## config.mk

```make
export PLATFORM = sky130hd
export DESIGN_NAME = axis_stream_source
export DESIGN_NICKNAME = d
export VERILOG_FILES = /design/src/rtl/axis_stream_source.sv
export SDC_FILE = /design/constraint.sdc
export NUM_CORES = 1
export LEC_CHECK = 0
export ABC_AREA = 0
export CORE_MARGIN = 10
export CORE_UTILIZATION = 25
export DETAILED_ROUTE_END_ITERATION = 16
export GPL_ROUTABILITY_DRIVEN = 0
export PLACE_DENSITY = 0.41
export SLEW_MARGIN = 20
export SYNTH_ARGS = -nofsm -noshare
export SYNTH_HDL_FRONTEND = slang
export SYNTH_SLANG_ARGS = --single-unit
```

## constraint.sdc

```tcl
create_clock -name clk -period 2.4 [get_ports clk]
set_input_delay 0.48 -clock clk [delete_from_list [all_inputs] [get_ports clk]]
set_output_delay 0.48 -clock clk [all_outputs]
set_load 0.01 [all_outputs]
```

## src/rtl/axis_stream_source.sv

```systemverilog
// AXI-Stream master stimulus source: LFSR or counter payload, programmable
// (optionally pseudo-random) inter-beat gaps and an optional beat limit.
module axis_stream_source #(
    parameter int unsigned DATA_WIDTH = 8,
    parameter int unsigned MODE       = 0,
    parameter logic [31:0] SEED       = 32'h0000_0001,
    parameter int unsigned GAP_MIN    = 0,
    parameter logic [7:0]  GAP_MASK   = 8'h00,
    parameter int unsigned COUNT      = 0
) (
    input  logic                  clk,
    input  logic                  rst,
    input  logic                  en,
    input  logic                  m_axis_ready,
    output logic                  m_axis_valid,
    output logic [DATA_WIDTH-1:0] m_axis_data,
    output logic [15:0]           beat_count,
    output logic                  done
);

    localparam logic [31:0] SEED_EFF = (SEED == 32'd0) ? 32'd1 : SEED;
    localparam logic [31:0] TAPS     = 32'h8020_0003;

    typedef enum logic [1:0] {IDLE, SEND, GAP} state_t;

    state_t                state_q, state_d;
    logic [31:0]           lfsr_q, lfsr_d, lfsr_nxt;
    logic [DATA_WIDTH-1:0] cnt_q, cnt_d, cnt_nxt;
    logic [8:0]            gap_q, gap_d, gap_val;
    logic                  valid_q, valid_d;
    logic [DATA_WIDTH-1:0] data_q, data_d;
    logic [15:0]           beat_q, beat_d;
    logic                  done_q, done_d;
    logic [31:0]           sent_q, sent_d;
    logic [DATA_WIDTH-1:0] cur_load, nxt_load;
    logic                  handshake, last_beat;

    function automatic logic [31:0] lfsr_step(input logic [31:0] s);
        return s[0] ? ((s >> 1) ^ TAPS) : (s >> 1);
    endfunction

    // The gap after a beat is drawn from the already-stepped LFSR.
    assign lfsr_nxt  = lfsr_step(lfsr_q);
    assign cnt_nxt   = cnt_q + DATA_WIDTH'(1);
    assign gap_val   = 9'(GAP_MIN) + {1'b0, lfsr_nxt[31:24] & GAP_MASK};
    assign cur_load  = (MODE == 0) ? lfsr_q[DATA_WIDTH-1:0] : cnt_q;
    assign nxt_load  = (MODE == 0) ? lfsr_nxt[DATA_WIDTH-1:0] : cnt_nxt;
    assign handshake = valid_q & m_axis_ready;
    assign last_beat = (COUNT != 0) && ((sent_q + 32'd1) == 32'(COUNT));

    always_comb begin
        // NOTE: every output of this block gets a default first, so no path leaves a latch.
        state_d = state_q;
        lfsr_d  = lfsr_q;
        cnt_d   = cnt_q;
        gap_d   = gap_q;
        valid_d = valid_q;
        data_d  = data_q;
        beat_d  = beat_q;
        done_d  = done_q;
        sent_d  = sent_q;

        case (state_q)
            IDLE: begin
                if (en && !done_q) begin
                    data_d  = cur_load;
                    valid_d = 1'b1;
                    state_d = SEND;
                end
            end
            SEND: begin
                if (handshake) begin
                    beat_d = (beat_q == 16'hFFFF) ? beat_q : beat_q + 16'd1;
                    lfsr_d = lfsr_nxt;
                    cnt_d  = cnt_nxt;
                    sent_d = sent_q + 32'd1;
                    if (last_beat) begin
                        valid_d = 1'b0;
                        done_d  = 1'b1;
                        state_d = IDLE;
                    end else if (gap_val == 9'd0) begin
                        if (en) begin
                            data_d = nxt_load;
                        end else begin
                            valid_d = 1'b0;
                            state_d = IDLE;
                        end
                    end else begin
                        valid_d = 1'b0;
                        gap_d   = gap_val;
                        state_d = GAP;
                    end
                end
            end
            GAP: begin
                gap_d = gap_q - 9'd1;
                if (gap_q <= 9'd1) begin
                    gap_d = 9'd0;
                    if (en) begin
                        data_d  = cur_load;
                        valid_d = 1'b1;
                        state_d = SEND;
                    end else begin
                        state_d = IDLE;
                    end
                end
            end
            default: state_d = IDLE;
        endcase
    end

    // NOTE: sequential state uses non-blocking assignments only, so every register samples pre-edge values.
    always_ff @(posedge clk) begin
        if (rst) begin
            state_q <= IDLE;
            lfsr_q  <= SEED_EFF;
            cnt_q   <= '0;
            gap_q   <= '0;
            valid_q <= 1'b0;
            data_q  <= '0;
            beat_q  <= '0;
            done_q  <= 1'b0;
            sent_q  <= '0;
        end else begin
            state_q <= state_d;
            lfsr_q  <= lfsr_d;
            cnt_q   <= cnt_d;
            gap_q   <= gap_d;
            valid_q <= valid_d;
            data_q  <= data_d;
            beat_q  <= beat_d;
            done_q  <= done_d;
            sent_q  <= sent_d;
        end
    end

    assign m_axis_valid = valid_q;
    assign m_axis_data  = data_q;
    assign beat_count   = beat_q;
    assign done         = done_q;

endmodule

```

==> impl_metrics.env <==
export IMPL_synth_nets=289
export IMPL_path_cells="nand4_2, or4_4, a2111oi_2, mux2_2"
export IMPL_setup_viol=0
export IMPL_wl_per_cell_um=12.6
export IMPL_rsz0062_at_grt="no"
export IMPL_root_buffer="clkbuf_8"
export IMPL_netlist_area_leader_share_pct=48.7
export IMPL_dp_hpwl_um=3680
export IMPL_grt_pass1_wl_um=9110
export IMPL_r2r_start="beat_count[3]$_SDFFE_PP0P_"
export IMPL_hp_class="reg -> reg"
export IMPL_peakVddDrop_mv=0.214
export IMPL_insertion_delay_ns=0.33
export IMPL_crit_fanout=7
export IMPL_netlist_top_cells_count="nand2_1, dfxtp_1, a21oi_1"
export IMPL_start_util_pct=25.5
export IMPL_wl_um=5480
export IMPL_clkTransAtPathRegs_ns=0.06
export IMPL_finClkSkew_ns=0.0109
export IMPL_hold_worst_slack_ns=0.452
export IMPL_num_antenna_cells=0
export IMPL_cts_resized=0
export IMPL_antenna_found_initial=0
export IMPL_die_x_um=117
export IMPL_path_class="reg -> reg"
export IMPL_drc=0
export IMPL_outcome="finished, final reports clean"
export IMPL_synth_largest_area_cell="dfxtp_1"
export IMPL_grt_max_degree=39
export IMPL_r2r_end="beat_count[14]$_SDFFE_PP0P_"
export IMPL_io_buffers=28
export IMPL_via_per_inst=4.64
export IMPL_drtIter0Drc=132
export IMPL_die_y_um=117
export IMPL_synth_distinct_cells=35
export IMPL_syn_area_per_cell_um2=8.25
export IMPL_synth_seq_cells=57
export IMPL_layout_min_cycle_time_ns=2.05
export IMPL_syn2layout_area_growth_pct=29.9
export IMPL_layout_drive_gt1_share_pct=10.8
export IMPL_p_leak_nw=0.997
export IMPL_dieArea_mm2=0.0136
export IMPL_crit_path_max_incr_delay_ns=0.58
export IMPL_finalHoldViolCount=0
export IMPL_layout_nets=323
export IMPL_final_cell_area_mm2=0.00304
export IMPL_num_io_pins=30
export IMPL_first_global_vias=1886
export IMPL_ys_seq_area_share_pct=48.7
export IMPL_max_freq_mhz=489
export IMPL_synth_most_common_cell="nand2_1"
export IMPL_r2r_slack_ns=0.35
export IMPL_ys_flop_type="dfxtp_1"
export IMPL_end_kind="flip-flop"
export IMPL_num_vias=2013
export IMPL_rows=35
export IMPL_finalSetupTns_ns=0
export IMPL_cts_sinks=57
export IMPL_postSynthCellCount=284
export IMPL_ys_warn_count=0
export IMPL_coreArea_mm2=0.00920
export IMPL_dpl_instance_area_mm2=0.00280
export IMPL_min_from="lfsr_q[15]$_SDFFE_PP0P_"
export IMPL_cap_violations=0
export IMPL_drt_first_pass_iters=4
export IMPL_cellPowerDensity_mw_per_mm2=720
export IMPL_postCtsHoldBufs=0
export IMPL_cts_tree="done"
export IMPL_min_path_cells=2
export IMPL_drtAntennaViolNets=0
export IMPL_ys_async_sr_fraction_pct=0
export IMPL_r2r_worst_path_cells=4
export IMPL_required_ns=2.61
export IMPL_postCtsSetupRepairBufs=0
export IMPL_overflow=0
export IMPL_clockBufferDepth=2
export IMPL_synth_edf_count=0
export IMPL_numCtsBuffers=9
export IMPL_cp_slowest_cell="or4_4"
export IMPL_finalCritPeriodShare_pct=85.3
export IMPL_grt_total_usage_pct=8.41
export IMPL_postLayoutCoreUtil_pct=33.1
export IMPL_hold_path_end="lfsr_q[14]$_SDFFE_PP0P_"
export IMPL_synth_area_mm2=0.00234
export IMPL_htree_levels=3
export IMPL_synth_area_leaders="dfxtp_1, nand2_1, a21oi_1"
export IMPL_maxSlewViolCount=0
export IMPL_critical_path_arrival_ns=2.26
export IMPL_crit_path_start_kind="flip-flop"
-- cells in the final DEF, fill, tap and decap left out, types with 3 or more instances in the layout --
cell type / n
o31ai_1: 4
mux2i_1: 8
nand2b_1: 4
buf_4: 13
nand4_1: 6
dfxtp_1: 57
nand3_1: 5
or3_1: 8
or4_1: 3
o21ai_0: 7
inv_1: 4
nor2_1: 16
clkdlybuf4s50_1: 27
clkbuf_8: 10
nand2_1: 66
bufinv_16: 3
a211oi_1: 9
a21oi_1: 42
and2_1: 3
-- how the worst max path moves through the flow --
| stage | start | end | slack [ns] | cells past startpoint |
|---|---|---|---|---|
| after floorplan | beat_count[2]$_SDFFE_PP0P_ | beat_count[14]$_SDFFE_PP0P_ | 0.45 | 4 |
| after detailed placement | m_axis_ready | beat_count[10]$_SDFFE_PP0P_ | 0.24 | 5 |
| after global placement | m_axis_ready | beat_count[10]$_SDFFE_PP0P_ | 0.26 | 5 |
| after global routing | beat_count[3]$_SDFFE_PP0P_ | beat_count[14]$_SDFFE_PP0P_ | 0.21 | 4 |
| final | beat_count[3]$_SDFFE_PP0P_ | beat_count[14]$_SDFFE_PP0P_ | 0.35 | 4 |
| after CTS | beat_count[3]$_SDFFE_PP0P_ | beat_count[14]$_SDFFE_PP0P_ | 0.33 | 4 |
-- area by class of cell --
type                            count  area (um2)
Fill cell                         984        6150
Clock buffer                       11         141
Sequential cell                    57        1140
Timing Repair Buffer               42         393
Inverter                            4        15.0
Tap cell                          111         139
Multi-Input combinational cell    204        1110
Clock inverter                      5         103
-- through the flow --
stage	cells	total power, mW	setup WS, ns
5_1_grt	434	2.28	0.206
3_3_place_gp	418	1.11	0.256
3_5_place_dp	418	1.11	0.237
2_1_floorplan	284	1.06	0.446
6_report	434	2.19	0.353
4_1_cts	434	2.23	0.334
-- metal layers --
metal  up-vias  GRT usage [%]  routed length [um]
met5         -              0                   0
met4         0           4.94                  91
met3         7           2.19                 286
met2        37           12.2                2340
met1       916           10.9                2760
li1       1053              -                   -
-- state kept, by name (all words and copies together), names as in the netlist --
signal / cells
beat_count: 16
lfsr_q: 32
m_axis_data: 8
m_axis_valid: 1
-- report_power, final --
part	switching, mW	total, mW	leakage, nW	internal [mW]
sequential	0.00923	0.970	0.461	0.961
clock	0.389	1.11	0.120	0.717
combinational	0.0656	0.115	0.416	0.0497
-- worst max-delay path, delay by kind of cell (launching register included) --
family / cells / cell delay, ns
DFF: 1 / 0.45
muxes: 1 / 0.37
and+or+nand+nor: 2 / 0.75
AOI/OAI and AO/OA: 1 / 0.38
-- cell families (layout without fill, tap and decap cells) --
kind of cell / Yosys count / in the layout / share of synthesized area, %
AOI/OAI and AO/OA: 66 / 66 / 16.2
xor gates and xnor gates: 4 / 4 / 1.50
adders and majority gates: 1 / 1 / 0.534
buffers and inverters: 23 / 62 / 3.85
DFF: 57 / 57 / 48.7
muxes: 10 / 10 / 4.38
other: 1 / 1 / 0.160
and+or+nand+nor: 122 / 122 / 24.6
Note: power is estimated with default switching activity, not from simulation.
